## config.mk

```make
export PLATFORM = sky130hd
export DESIGN_NAME = ctrl_unit_pipe
export DESIGN_NICKNAME = d
export VERILOG_FILES = /design/src/rtl/cu_pkg.sv /design/src/rtl/cu_decode.sv /design/src/rtl/ctrl_unit_pipe.sv
export SDC_FILE = /design/constraint.sdc
export NUM_CORES = 1
export LEC_CHECK = 0
export CAP_MARGIN = 25
export CORE_UTILIZATION = 42
export DETAILED_ROUTE_END_ITERATION = 7
export PLACE_DENSITY = 0.72
export REMOVE_ABC_BUFFERS = 1
export SLEW_MARGIN = 10
export SYNTH_ARGS = -nofsm -noshare
export SYNTH_HDL_FRONTEND = slang
export SYNTH_SLANG_ARGS = --single-unit
```

## constraint.sdc

```tcl
create_clock -name clk -period 6.59 [get_ports clk]
set_clock_uncertainty 0.05 [all_clocks]
set_input_delay 1.318 -clock clk [delete_from_list [all_inputs] [get_ports clk]]
set_output_delay 1.318 -clock clk [all_outputs]
set_load 0.1 [all_outputs]
```

## src/rtl/cu_pkg.sv

```systemverilog
// Shared encodings, bundle type and helper functions for the ID-stage control unit.
package cu_pkg;

  localparam int unsigned EXE_CMD_W  = 4;
  localparam int unsigned LIST_MAX_W = 32;

  typedef enum logic [1:0] {
    MODE_DP    = 2'd0,
    MODE_LDST  = 2'd1,
    MODE_BR    = 2'd2,
    MODE_BLOCK = 2'd3
  } mode_t;

  typedef enum logic {
    ST_IDLE  = 1'b0,
    ST_BURST = 1'b1
  } state_t;

  localparam logic [3:0] OP_AND = 4'b0000;
  localparam logic [3:0] OP_EOR = 4'b0001;
  localparam logic [3:0] OP_SUB = 4'b0010;
  localparam logic [3:0] OP_ADD = 4'b0100;
  localparam logic [3:0] OP_ADC = 4'b0101;
  localparam logic [3:0] OP_SBC = 4'b0110;
  localparam logic [3:0] OP_TST = 4'b1000;
  localparam logic [3:0] OP_CMP = 4'b1010;
  localparam logic [3:0] OP_ORR = 4'b1100;
  localparam logic [3:0] OP_MOV = 4'b1101;
  localparam logic [3:0] OP_MVN = 4'b1111;

  localparam logic [EXE_CMD_W-1:0] EXE_NOP = 4'd0;
  localparam logic [EXE_CMD_W-1:0] EXE_MOV = 4'd1;
  localparam logic [EXE_CMD_W-1:0] EXE_ADD = 4'd2;
  localparam logic [EXE_CMD_W-1:0] EXE_ADC = 4'd3;
  localparam logic [EXE_CMD_W-1:0] EXE_SUB = 4'd4;
  localparam logic [EXE_CMD_W-1:0] EXE_SBC = 4'd5;
  localparam logic [EXE_CMD_W-1:0] EXE_AND = 4'd6;
  localparam logic [EXE_CMD_W-1:0] EXE_ORR = 4'd7;
  localparam logic [EXE_CMD_W-1:0] EXE_EOR = 4'd8;
  localparam logic [EXE_CMD_W-1:0] EXE_MVN = 4'd9;

  localparam logic [3:0] COND_EQ = 4'h0;
  localparam logic [3:0] COND_NE = 4'h1;
  localparam logic [3:0] COND_CS = 4'h2;
  localparam logic [3:0] COND_CC = 4'h3;
  localparam logic [3:0] COND_MI = 4'h4;
  localparam logic [3:0] COND_PL = 4'h5;
  localparam logic [3:0] COND_VS = 4'h6;
  localparam logic [3:0] COND_VC = 4'h7;
  localparam logic [3:0] COND_HI = 4'h8;
  localparam logic [3:0] COND_LS = 4'h9;
  localparam logic [3:0] COND_GE = 4'hA;
  localparam logic [3:0] COND_LT = 4'hB;
  localparam logic [3:0] COND_GT = 4'hC;
  localparam logic [3:0] COND_LE = 4'hD;
  localparam logic [3:0] COND_AL = 4'hE;

  typedef struct packed {
    logic [EXE_CMD_W-1:0] exe_command;
    logic                 mem_read;
    logic                 mem_write;
    logic                 wb_enable;
    logic                 is_immediate;
    logic                 branch;
    logic                 update_status;
  } ctrl_bundle_t;

  // Index of the lowest set bit; 0 when nothing is set.
  function automatic int unsigned lowest_set(input logic [LIST_MAX_W-1:0] v);
    int unsigned idx;
    idx = 0;
    for (int i = LIST_MAX_W - 1; i >= 0; i--) begin
      if (v[i]) idx = unsigned'(i);
    end
    return idx;
  endfunction

  // Condition test against NZCV flags (status[3]=N ... status[0]=V).
  function automatic logic cond_pass(input logic [3:0] cond, input logic [3:0] nzcv);
    logic n, z, c, v;
    logic ok;
    n  = nzcv[3];
    z  = nzcv[2];
    c  = nzcv[1];
    v  = nzcv[0];
    ok = 1'b1;
    case (cond)
      COND_EQ: ok = z;
      COND_NE: ok = ~z;
      COND_CS: ok = c;
      COND_CC: ok = ~c;
      COND_MI: ok = n;
      COND_PL: ok = ~n;
      COND_VS: ok = v;
      COND_VC: ok = ~v;
      COND_HI: ok = c & ~z;
      COND_LS: ok = ~c | z;
      COND_GE: ok = (n == v);
      COND_LT: ok = (n != v);
      COND_GT: ok = ~z & (n == v);
      COND_LE: ok = z | (n != v);
      default: ok = 1'b1;
    endcase
    return ok;
  endfunction

endpackage

```

## src/rtl/cu_decode.sv

```systemverilog
// Combinational decoder: mode/op_code/S/imm -> execute/memory/writeback control bundle.
module cu_decode
  import cu_pkg::*;
(
  input  logic [1:0]   mode,
  input  logic [3:0]   op_code,
  input  logic         S,
  input  logic         imm,
  output ctrl_bundle_t bundle_c
);

  always_comb begin
    bundle_c = '0;
    case (mode)
      MODE_DP: begin
        bundle_c.is_immediate  = imm;
        bundle_c.update_status = S;
        bundle_c.wb_enable     = 1'b1;
        case (op_code)
          OP_MOV:  bundle_c.exe_command = EXE_MOV;
          OP_MVN:  bundle_c.exe_command = EXE_MVN;
          OP_ADD:  bundle_c.exe_command = EXE_ADD;
          OP_ADC:  bundle_c.exe_command = EXE_ADC;
          OP_SUB:  bundle_c.exe_command = EXE_SUB;
          OP_SBC:  bundle_c.exe_command = EXE_SBC;
          OP_AND:  bundle_c.exe_command = EXE_AND;
          OP_ORR:  bundle_c.exe_command = EXE_ORR;
          OP_EOR:  bundle_c.exe_command = EXE_EOR;
          OP_CMP: begin
            bundle_c.exe_command = EXE_SUB;
            bundle_c.wb_enable   = 1'b0;
          end
          OP_TST: begin
            bundle_c.exe_command = EXE_AND;
            bundle_c.wb_enable   = 1'b0;
          end
          default: begin
            bundle_c.exe_command = EXE_NOP;
            bundle_c.wb_enable   = 1'b0;
          end
        endcase
      end
      // Block-transfer beats reuse the single load/store encoding.
      MODE_LDST, MODE_BLOCK: begin
        bundle_c.exe_command  = EXE_ADD;
        bundle_c.is_immediate = imm;
        bundle_c.mem_read     = ~S;
        bundle_c.mem_write    = S;
        bundle_c.wb_enable    = ~S;
      end
      MODE_BR: bundle_c.branch = 1'b1;
      default: bundle_c = '0;
    endcase
  end

endmodule

```

## src/rtl/ctrl_unit_pipe.sv

```systemverilog
// ID-stage control unit with valid/ready output register and LDM/STM beat expansion.
// Optional CU_COND_EXEC_EN: evaluate cond against status at acceptance and squash failing instructions.
module ctrl_unit_pipe
  import cu_pkg::*;
#(
  parameter int unsigned EXE_W      = 4,
  parameter int unsigned REG_LIST_W = 16,
  parameter int unsigned IDX_W      = 4,
  parameter int unsigned OFF_W      = 8
) (
  input  logic                  clk,
  input  logic                  rst_n,
  input  logic                  flush,
  input  logic                  in_valid,
  output logic                  in_ready,
  input  logic [1:0]            mode,
  input  logic [3:0]            op_code,
  input  logic                  S,
  input  logic                  imm,
  input  logic [REG_LIST_W-1:0] reg_list,
  input  logic [3:0]            cond,
  input  logic [3:0]            status,
  output logic                  out_valid,
  input  logic                  out_ready,
  output logic [EXE_W-1:0]      exe_command,
  output logic                  mem_read,
  output logic                  mem_write,
  output logic                  wb_enable,
  output logic                  is_immediate,
  output logic                  B,
  output logic                  update_status,
  output logic [IDX_W-1:0]      reg_idx,
  output logic [OFF_W-1:0]      offset
);

  state_t                  state;
  ctrl_bundle_t            bundle_q;
  ctrl_bundle_t            dec_c;
  logic [REG_LIST_W-1:0]   pending;
  logic [IDX_W-1:0]        beat_cnt;
  logic                    accept_c;
  logic                    exec_ok_c;
  logic [REG_LIST_W-1:0]   list_rest_c;
  logic [REG_LIST_W-1:0]   pending_rest_c;

  cu_decode u_decode (
    .mode     (mode),
    .op_code  (op_code),
    .S        (S),
    .imm      (imm),
    .bundle_c (dec_c)
  );

`ifdef CU_COND_EXEC_EN
  assign exec_ok_c = cond_pass(cond, status);
`else
  logic unused_cond_c;
  assign unused_cond_c = ^{cond, status};
  assign exec_ok_c     = 1'b1;
`endif

  // Masks with the lowest set bit removed: what remains after the current beat.
  assign list_rest_c    = reg_list & (reg_list - REG_LIST_W'(1));
  assign pending_rest_c = pending & (pending - REG_LIST_W'(1));

  assign in_ready = (state == ST_IDLE) && (!out_valid || out_ready) && !flush;
  assign accept_c = in_valid && in_ready;

  assign exe_command   = EXE_W'(bundle_q.exe_command);
  assign mem_read      = bundle_q.mem_read;
  assign mem_write     = bundle_q.mem_write;
  assign wb_enable     = bundle_q.wb_enable;
  assign is_immediate  = bundle_q.is_immediate;
  assign B             = bundle_q.branch;
  assign update_status = bundle_q.update_status;

  // Handshake, burst FSM and beat counter.
  always_ff @(posedge clk) begin
    if (!rst_n) begin
      state     <= ST_IDLE;
      out_valid <= 1'b0;
      bundle_q  <= '0;
      reg_idx   <= '0;
      offset    <= '0;
      pending   <= '0;
      beat_cnt  <= '0;
    end else if (flush) begin
      state     <= ST_IDLE;
      out_valid <= 1'b0;
      pending   <= '0;
      beat_cnt  <= '0;
    end else if (accept_c) begin
      out_valid <= 1'b1;
      state     <= ST_IDLE;
      bundle_q  <= '0;
      reg_idx   <= '0;
      offset    <= '0;
      pending   <= '0;
      beat_cnt  <= '0;
      if (exec_ok_c) begin
        if (mode != MODE_BLOCK) begin
          bundle_q <= dec_c;
        end else if (reg_list != '0) begin
          bundle_q <= dec_c;
          reg_idx  <= IDX_W'(lowest_set(LIST_MAX_W'(reg_list)));
          pending  <= list_rest_c;
          if (list_rest_c != '0) begin
            state    <= ST_BURST;
            beat_cnt <= IDX_W'(1);
          end
        end
      end
    end else if ((state == ST_BURST) && out_ready) begin
      reg_idx <= IDX_W'(lowest_set(LIST_MAX_W'(pending)));
      offset  <= OFF_W'({beat_cnt, 2'b00});
      pending <= pending_rest_c;
      if (pending_rest_c == '0) begin
        state    <= ST_IDLE;
        beat_cnt <= '0;
      end else begin
        beat_cnt <= beat_cnt + IDX_W'(1);
      end
    end else if (out_ready) begin
      out_valid <= 1'b0;
    end
  end

endmodule

```

# Word-level counts from Yosys, hierarchy flattened
# Cells that the tools add are included.
# op_classes
add_sub_neg	3
eq_ne	15
n_mux	66
bitwise_logic	6
reduce_logical	24
# op_table
operator	n
4-bit 2-to-1 mux	39
16-bit 2-to-1 mux	4
4-bit one-hot mux with 9 select lines	1
16-bit AND	2
16-bit nonzero test	2
16-bit by 1-bit subtractor with 16-bit output, second input constant	2
4-bit == test, second input constant	5
10-bit 2-to-1 mux	2
16-bit zero test	1
8-bit 2-to-1 mux	2
1-bit 2-to-1 mux	15
4-bit by 3-bit == test with 1-bit output, second input constant	3
9-bit OR reduction	1
4-bit one-hot mux with 2 select lines	1
2-bit AND reduction	4
2-bit OR reduction	4
2-bit nonzero test	3
4-bit by 1-bit adder with 4-bit output, second input constant	1
2-bit == test, second input constant	2
4-bit by 1-bit == test with 1-bit output, second input constant	1
4-bit by 2-bit == test with 1-bit output, second input constant	1
1-bit logical AND	4
4-bit zero test	1
2-bit inequality test, second input constant	2
7 further kinds	11
# totals
ff_bits	44
input_bits	37
output_inout_bits	24

# Longest topological paths before layout
# logic_depth
ltp_word	19
depth_mapped	8
depth_no_buf	6

# By module
# Synthesis repeated with hierarchy kept, for this count alone.
# unflattened
hier_cells	321
hier_area_um2	2488.6
# modules_own_cells
module	n_inst	cells_per_inst	area_each_um2	seq_area_each_um2
ctrl_unit_pipe	1	298	2346.0	780.7
cu_decode	1	23	142.6	0.0

# Worst setup path before layout
# OpenSTA, ideal clock, no wires.
# synth_path
path_kind	in2out
startpoint	input port out_ready
endpoint	output port in_ready
t_arrival_ns	3.463
required_time_ns	5.222
slack_ns	1.759
stages	2
path_buffers	0
cell_sequence	nor2b_1 > nor3_1
# synth_via
elab_chain_cells	3
# synth_rtl
element	line	rtl
start, declared	ctrl_unit_pipe.sv:24	input logic out_ready,
1-bit logical OR	ctrl_unit_pipe.sv:66	assign in_ready = (state == ST_IDLE) && (!out_valid || out_ready) && !flush;
1-bit logical AND (2 in series)	ctrl_unit_pipe.sv:66	
end, declared	ctrl_unit_pipe.sv:15	output logic in_ready,
# Every way passes these cells.

# Final worst setup path
# Ends and elaborated chain as after synthesis.

==> reports/results.tsv <==
metric	value	unit
main area contributors after synthesis	dfxtp_1, a21oi_1, nand3_1, nor2_1, nand2_1	
most common cell in the netlist	dfxtp_1	
DR vias	2760	
Initial Util	43.9	%
Post-Place Cells	451	
Nets	421	
worst slew margin relative to its limit	33.8	%
mux share of post-synthesis cell area	0	%
ANT cells	0	
Vert. Die Dim	81.1	um
Routed WL	7.36	mm
fmax	209	MHz
synthesized area per cell	7.47	sq um
share of layout cells above drive strength 1	5.73	%
peak supply drop	0.105	mV
Least-Margin Pin Slew	990	ps
clock-pin slew on the worst setup and hold paths	80	ps
synthesized area	0.00263	sq mm
Final Cycle Share	72.5	%
global route overflow	0	
max_cap viols	0	
largest family of logic cells by synthesized area	compound AO/OA/AOI/OAI gates	
Main synth FF type	dfxtp_1	
#FFs+latches synth	39	
Core ar.	0.00599	sq mm
initial antenna violation count	0	
Fin Setup TNS	0	ps
CTS Hold Buffers Added	0	
global-route wire length before repair	12.2	mm
top cell type's share of synthesized area	29.7	%
min-delay worst type	flop to flop	
detailed-route wire length per cell	16.0	um
sequential group share of total power	41.6	%
post-route ant nets	0	
Cell Count, Final, Fillers Out	459	
largest net degree at the start of global routing	22	
DR pass1 iterations	4	
DP HPWL	5.43	mm
simple-gate area share of the yosys netlist	29.8	%
CP endpoint kind	primary output	
Die Footprint	0.00658	sq mm
TritonCTS Buffers	5	
status	finished, final reports clean	
die width	81.1	um
Compound-Gate Fraction of Synth Area	31.5	%
adder-cell area share of the yosys netlist	0.476	%
final setup fails	0	
number of buffers added for setup after CTS	0	
Fin. Hold Viols	0	
Sw Share	31.0	%
Area growth, synth to finish	21.0	%
Arr. time, crit path	3410	ps
post-synthesis sequential area ratio	29.7	%
top layer in use	met4	
PD cells	184	mW/mm^2
Post-Synth XOR/XNOR Area	0.666	%
clock sinks	39	
Period minus WS final	4780	ps
I/O pins	61	
CTS tree	done	
Routed met3 length	338	um
Netlist cell types	60	
count of buffers from port buffering	48	
clock power share	36.6	%
fraction of registers with async set/reset	0	%
Max Slew Vio Count	0	
CP Class	primary input to primary output	
top cells by instance count after synthesis	dfxtp_1, nor2_1, a21oi_1	
clk_lat worst skew	290	ps
Residual DRC	0	
WL met2	3.45	mm
RSZ-0062 raised after global routing	false	
H-tree depth	2	
1st-iter DRT viols	178	
Post-synth EDFFs	0	
row cnt	28	
Yosys warnings	0	
Total Routing Usage GR	23.8	%
NetSw	0.182	mW
Power Internal	0.405	mW
Max Root-Sink Buffers	2	
peak fanout along the critical path	6	
M1 wire length	3.45	mm
vias in the first global route	2547	
critical path required time	5220	ps
static leakage	1.07	nW
post-cts sizing count	0	
crit path launch type	primary input	
gpl congestion	0.916	
leading area contributor after synthesis	dfxtp_1	
root buf cell	clkbuf_8	
Post-Syn Instances	352	
DR vias/cell	6.01	
logic gate share of total power	21.8	%
logic make-up (layout without fill, tap and decap cells):
family	Yosys count	after routing
simple gates	151	151
compound gates	119	119
flops	39	39
buf+inv	39	68
xor+xnor	2	2
fa+ha+maj	1	1
other cells	1	4
through the flow:
stage | utilization [%] | power (mW) | worst slack [ps] | cell area [sq um] | hold slack [ps]
CTS | 53.1 | 0.592 | 1810 | 3180 | 428
finish | 53.1 | 0.587 | 1810 | 3180 | 424
global placement | 51.0 | 0.376 | 1830 | 3060 | 409
detailed placement | 51.1 | 0.377 | 1820 | 3060 | 413
global route | 53.1 | 0.612 | 1750 | 3180 | 451
floorplan | - | 0.326 | 1060 | 2470 | 418
per-layer routing:
layer / vias up / GRT usage, %
met2: 76 / 37.5
met4: 0 / 8.39
met3: 14 / 4.61
met5: - / 0
li1: 1370 / -
met1: 1300 / 32.1
power groups by stage:
stage	clock network [mW]	registers, mW	logic (mW)
6_report	0.215	0.244	0.128
4_1_cts	0.219	0.244	0.128
5_1_grt	0.230	0.245	0.138
2_1_floorplan	0	0.274	0.0521
3_5_place_dp	0	0.250	0.128
3_3_place_gp	0	0.250	0.126
critical path, stage by stage:
cell,delay [ps]
clkdlybuf4s50_1,570
nor2b_1,90
nor3_1,240
clkdlybuf4s50_1,1190
registers in the layout, indices dropped and copies added, names as in the netlist:
register       cells
state              1
wb_enable          1
is_immediate       1
mem_read           1
reg_idx            4
update_status      1
exe_command        4
B                  1
mem_write          1
offset             4
beat_cnt           4
out_valid          1
pending           15
cell usage in the layout, fill, tap and decap left out, types with 3 or more instances in the layout:
| cell type | n |
|---|---|
| clkdlybuf4s50_1 | 48 |
| nor2b_1 | 15 |
| clkbuf_8 | 6 |
| a211oi_1 | 5 |
| o21ai_0 | 19 |
| a21boi_0 | 8 |
| a32oi_1 | 3 |
| inv_1 | 10 |
| a21oi_1 | 29 |
| a2111oi_0 | 3 |
| conb_1 | 4 |
| a211o_1 | 5 |
| o21bai_1 | 3 |
| a31oi_1 | 6 |
| o311ai_0 | 3 |
| nand2_1 | 26 |
| o2111ai_1 | 3 |
| nor4_1 | 9 |
| nand4_1 | 4 |
| nor3_1 | 12 |
| o22ai_1 | 3 |
| o211ai_1 | 12 |
| dfxtp_1 | 39 |
| nor2_1 | 35 |
| nand3_1 | 28 |
| and2_1 | 3 |
| a22oi_1 | 4 |
worst paths after layout:
kind | start | to | slack [ps] | depth (start not counted)
max | out_ready | in_ready | 1810 | 4
min | update_status | update_status | 420 | 2
max reg2reg | pending[1] | state | 4240 | 6
min reg2reg | update_status | update_status | 420 | 2
final cells by class:
type,instances,area [sq um]
Clock buffer,6,82.6
Clock inverter,2,38.8
Fill cell,578,2810
Inverter,10,37.5
Multi-Input combinational cell,277,1660
Sequential cell,39,781
Tap cell,75,93.8
Timing Repair Buffer,50,493
Power figures use the tool's default switching activity.
==> edit 1, RTL diff (same flow settings) <==
Change the parameter `REG_LIST_W` from 16 to 32.
--- a/src/rtl/ctrl_unit_pipe.sv
+++ b/src/rtl/ctrl_unit_pipe.sv
@@ -6,3 +6,3 @@
   parameter int unsigned EXE_W      = 4,
-  parameter int unsigned REG_LIST_W = 16,
+  parameter int unsigned REG_LIST_W = 32,
   parameter int unsigned IDX_W      = 4,
Ports: changed (resized reg_list); port bits go from 61 to 77. The function was not compared with the original's and may differ.
==> edit 1 against the original RTL <==
Sequential cell count rose by 16. Area after synthesis rose by 53%. Clock power up 8%. Wire length is 72% higher. Combinational power grew 30%. Setup slack improved by 0.094 ns. Final area rose by 49%. Critical path depth is the same. Sequential share of layout area fell by 1.3 points. Hold slack barely moved. Power rose by 26%. Critical endpoint unchanged.
==> edit 1: results (changes against the original RTL) <==
- The global-route wire length before repair is 20,100 um (was 12,180 um).
- The number of I/O port buffers came to 64 (was 48).
* Post-Place Cell Area: 0.004631 mm^2 (was 0.003062 mm^2)
- The sum of net half-perimeters after detailed placement was 9307 um (was 5427 um).
* Nets: 629 (was 421)
- Vias: 4,532 (was 2,760)
* Reg clk slew, reported paths: 0.10 ns (was 0.08 ns)
- The maximum VDD drop came to 0.07998 mV (was 0.1054 mV).
- Number of global-route vias before repair: 3,935 (was 2,547)
- The final weighted congestion in routability-driven placement is 0.9437 (was 0.9155).
- Worst setup timing slack at the placement stage: 1.817 ns (was 1.824 ns)
- The standby leakage power came to 1.501 nW (was 1.067 nW).
* Number of library cell types mapped by synthesis: 66 (was 60)
- Flip-flop count of the largest register after layout: 31 (was 15)
- The proportion of synthesized flip-flops having asynchronous set or reset came to 0% (unchanged).
- The share of layout cells above drive strength 1 is 5.382% (was 5.729%).
- The Yosys warning count is 0 (unchanged).
* Clk Latency, worst-skew pair: 0.32 ns (was 0.29 ns)
* Crit-path max FO: 5 (was 6)
* Largest net degree at the start of global routing: 49 (was 22)
- The number of diodes came to 0 (unchanged).
- List of most frequent post-synthesis cells: 57 x sky130_fd_sc_hd__a21oi_1, 55 x sky130_fd_sc_hd__dfxtp_1, 41 x sky130_fd_sc_hd__nor2_1, 39 x sky130_fd_sc_hd__clkbuf_1, 36 x sky130_fd_sc_hd__nand2_1 (was 39 x sky130_fd_sc_hd__dfxtp_1, 35 x sky130_fd_sc_hd__nor2_1, 29 x sky130_fd_sc_hd__a21oi_1, 28 x sky130_fd_sc_hd__nand3_1, 26 x sky130_fd_sc_hd__nand2_1)
- The worst hold path class is reg2reg (unchanged).
* Top reg by flops: pending (unchanged)
- The first-iteration detailed-routing DRC count came to 495 (was 178).
- The sequential element share of the synthesized area was 27.43% (was 29.69%).
- Result of the run: completed (unchanged)
- WL final: 12,620 um (was 7356 um)
* CP arrival: 3.31 ns (was 3.41 ns)
- The overall global routing resource usage was 25.06% (was 23.78%).
- The number of fill cells in the layout came to 923 (was 578).
* Most used DFF post-synth: sky130_fd_sc_hd__dfxtp_1 (unchanged)
- On the worst path, the slowest cell contributes a delay of 1.18 ns.
- Top cells by area, synth: sky130_fd_sc_hd__dfxtp_1 27%, sky130_fd_sc_hd__a21oi_1 7.1%, sky130_fd_sc_hd__o211ai_1 4.3%, sky130_fd_sc_hd__o311ai_0 3.9%, sky130_fd_sc_hd__nor2_1 3.8% (was sky130_fd_sc_hd__dfxtp_1 30%, sky130_fd_sc_hd__a21oi_1 5.5%, sky130_fd_sc_hd__nand3_1 5.3%, sky130_fd_sc_hd__nor2_1 5.0%, sky130_fd_sc_hd__nand2_1 3.7%).
- The number of levels in the clock H-tree is 2 (unchanged).
- The first-pass iteration count of the detailed router is 6 (was 4).
* Least-Margin Pin Slew: 1.009 ns (was 0.9904 ns)
==> edit 1: critical path, delay by kind of cell <==
family / cells / cell delay, ns
buf+inv: 2 / 1.72
simple gates: 2 / 0.28
==> edit 1: area by class of cell <==
cell class	instances	share of cell area, %
multi-input cells	428	55.50
flip-flops and latches	55	23.20
repair buffers	68	14.13
well taps	129	3.401
clock buffers	5	1.450
inverters	17	1.345
clock inverters	3	0.9755
==> edit 1: metal layers <==
layer  track usage (%)  share of wire (%)  routed length (um)  vias up
li1                  -                  -                   -     2171
met1             35.82                 45                5706     2126
met2             38.46                 45                5660      203
met3             4.287                7.4                 933       32
met4             7.127                2.6                 323        0
met5                 0                  0                   0        -
==> edit 1: worst paths after layout <==
kind                  start  cells after the start  slack (ns)             end
max               out_ready                      4        1.91        in_ready
min          exe_command[2]                      2        0.42  exe_command[2]
min reg2reg  exe_command[2]                      2        0.42  exe_command[2]
max reg2reg      pending[8]                      7        3.28     beat_cnt[0]
==> edit 1: report_power, final <==
group	internal, W	switching [W]
logic	0.0000577	0.000109
registers	0.000337	0.00000500
clock network	0.000115	0.000118
==> edit 1: cells by family (layout without fill, tap and decap cells) <==
family,after synthesis,count (layout),share of synthesized area (%)
AOI/OAI and AO/OA,194,194,32.92
and+or+nand+nor,221,221,29.89
buffers and inverters,69,93,7.450
other,1,4,0.09343
DFF,55,55,27.43
adders and majority gates,6,6,1.559
xor gates and xnor gates,3,3,0.6547
==> edit 1: metrics by stage <==
stage | utilization, % | instances
6_report | 51.36 | 705
5_1_grt | 51.36 | 705
3_3_place_gp | 50.12 | 697
4_1_cts | 51.36 | 705
2_1_floorplan | - | 500
3_5_place_dp | 50.12 | 697
==> edit 2, RTL diff (same flow settings) <==
Without the edit above. Reset style: asynchronous (`rst_n`), changed in one clocked block.
--- a/src/rtl/ctrl_unit_pipe.sv
+++ b/src/rtl/ctrl_unit_pipe.sv
@@ -77,3 +77,3 @@
   // Handshake, burst FSM and beat counter.
-  always_ff @(posedge clk) begin
+  always_ff @(posedge clk or negedge rst_n) begin
     if (!rst_n) begin
Check against the original RTL: differs if rst_n is asserted again (counterexample within 4 cycles, from zero or initial values and one cycle with rst_n low); with rst_n held inactive, the same outputs for 4 cycles.
==> edit 2 against the original RTL <==
Register-to-register slack worse by 0.61 ns. Wire length is 4.3% lower. Synthesized cell count is 7.4% lower. Critical path depth is 1 lower. Sequential cell count stayed put. Final area is 2.2% higher. Power is 24% higher. Setup slack worse by 0.064 ns. Area after synthesis is 1.2% higher. Hold slack better by 0.0056 ns.
==> edit 2: results (changes against the original RTL) <==
- The highest fanout seen on the critical path came to 15 (was 6).
- Met3 demand-to-capacity share in global routing: 3.667% (was 4.607%)
- Leakage power: 1.313 nW (was 1.067 nW)
- The first-iteration detailed-routing DRC count is 307 (was 178).
- DPL Wire Length: 5047 um (was 5427 um)
- The wire length per cell is 16.15 um (was 16.03 um).
- The largest net degree at the start of global routing is 40 (was 22).
- Global routing usage summed across all routing layers: 22.44% (was 23.78%)
- The number of diodes came to 0 (unchanged).
- Number of iterations in the first detailed-routing pass: 5 (was 4)
- List of most frequent post-synthesis cells: 41 x sky130_fd_sc_hd__nand2_1, 39 x sky130_fd_sc_hd__dfrtp_1, 30 x sky130_fd_sc_hd__o21ai_0, 25 x sky130_fd_sc_hd__nor2_1, 24 x sky130_fd_sc_hd__a21oi_1 (was 39 x sky130_fd_sc_hd__dfxtp_1, 35 x sky130_fd_sc_hd__nor2_1, 29 x sky130_fd_sc_hd__a21oi_1, 28 x sky130_fd_sc_hd__nand3_1, 26 x sky130_fd_sc_hd__nand2_1).
- Nets: 398 (was 421)
- CP arrival: 3.47 ns (was 3.41 ns)
* Root buffer cell: sky130_fd_sc_hd__clkbuf_8 (unchanged)
* Share of flip-flops with an asynchronous set or reset after synthesis: 100.0% (was 0%)
- The worst-case setup slack after placement is 1.768 ns (was 1.824 ns).
- Class of the most critical hold timing path: reg2reg (unchanged)
- The number of antenna violations at the first check in global routing is 0 (unchanged).
* Sequential fraction of the synthesis area: 36.65% (was 29.69%)
- Wire length of the first global-routing pass: 11,260 um (was 12,180 um)
- Top cells by area, synth: sky130_fd_sc_hd__dfrtp_1 37%, sky130_fd_sc_hd__nand2_1 5.8%, sky130_fd_sc_hd__o21ai_0 5.6%, sky130_fd_sc_hd__a21oi_1 4.5%, sky130_fd_sc_hd__nor2_1 3.5% (was sky130_fd_sc_hd__dfxtp_1 30%, sky130_fd_sc_hd__a21oi_1 5.5%, sky130_fd_sc_hd__nand3_1 5.3%, sky130_fd_sc_hd__nor2_1 5.0%, sky130_fd_sc_hd__nand2_1 3.7%)
- The global-route track usage on met2 came to 34.25% (was 37.48%).
- Number of global-route vias before repair: 2,321 (was 2,547)
* Global routing usage on met1: 31.89% (was 32.11%)
- Result of the run: completed (unchanged)
- Routability-driven placement congestion ratio: 0.9030 (was 0.9155)
- The maximum VDD drop came to 0.1572 mV (was 0.1054 mV).
- The number of fill cells in the layout is 579 (was 578).
- The detailed-route via count is 2,655 (was 2,760).
- Relative slew slack: 34.32% (was 33.77%)
- Layout cell share with drive strength beyond 1: 6.648% (was 5.729%)
## edit 2: changes by cell type in the layout (fill, tap and decap cells not counted), moves of 5 or more
cell                       unedited run  this run
sky130_fd_sc_hd__o211ai_1            12         7
sky130_fd_sc_hd__nor2_1              35        25
sky130_fd_sc_hd__nand2b_1             2         7
sky130_fd_sc_hd__a21oi_1             29        24
sky130_fd_sc_hd__nor2b_1             15         4
sky130_fd_sc_hd__nand3_1             28        16
sky130_fd_sc_hd__a21boi_0             8         0
sky130_fd_sc_hd__dfxtp_1             39         0
sky130_fd_sc_hd__dfrtp_1              0        39
sky130_fd_sc_hd__a22o_1               0         5
sky130_fd_sc_hd__nor4_1               9         1
sky130_fd_sc_hd__o21ai_0             19        30
sky130_fd_sc_hd__nand2_1             26        41
## edit 2: metal layers
layer / up-vias / part of all wire (%)
li1: 1273 / -
met1: 1244 / 47
met2: 125 / 44
met3: 13 / 6.9
met4: 0 / 1.7
met5: - / 0
## edit 2: critical path, cell delays in order
cell                              delay (ns)
sky130_fd_sc_hd__clkdlybuf4s50_1        0.69
sky130_fd_sc_hd__nor3_1                 0.30
sky130_fd_sc_hd__clkdlybuf4s50_1        1.16
## edit 2: where the power goes
part | internal [W] | total [W] | switching [W]
clock | 0.000151 | 0.000237 | 0.0000852
combinational | 0.0000617 | 0.000228 | 0.000166
sequential | 0.000253 | 0.000263 | 0.0000106
## edit 2: final cells by class
cell class / instances / area, um^2 / area share (%)
Tap cell: 75 / 93.84 / 2.884
Sequential cell: 39 / 975.9 / 29.99
Inverter: 10 / 37.54 / 1.153
Clock inverter: 2 / 60.06 / 1.845
Clock buffer: 6 / 72.57 / 2.230
Timing Repair Buffer: 49 / 483.0 / 14.84
Multi-Input combinational cell: 255 / 1531 / 47.06
## edit 2: metrics by stage
step | util [%] | cell area [um^2] | cells
after floorplan | - | 2545 | 304
after global placement | 51.81 | 3122 | 428
after detailed placement | 51.81 | 3122 | 428
after CTS | 54.01 | 3254 | 436
after global routing | 54.01 | 3254 | 436
final | 54.01 | 3254 | 436
## edit 2: logic make-up (layout without fill, tap and decap cells)
group                      count (synthesis)  in the layout  synth area share (%)
adders and majority gates                  2              2                0.8458
muxes                                      1              1                0.4229
buffers and inverters                     35             67                 6.250
xor gates and xnor gates                   2              2                0.6580
AOI/OAI and AO/OA                        112            112                 28.38
and+or+nand+nor                          134            134                 26.65
other                                      1              4                0.1408
DFF                                       39             39                 36.65
## edit 2: worst paths after layout
kind	from	cells past startpoint	to	slack (ns)
setup / recovery	flush	3	in_ready	1.75
hold reg to reg	update_status	2	update_status	0.43
hold / removal	update_status	2	update_status	0.43
setup reg to reg	state	6	reg_idx[0]	3.63
min in group asynchronous	rst_n	1	update_status	1.09
max in group asynchronous	rst_n	1	pending[6]	4.85
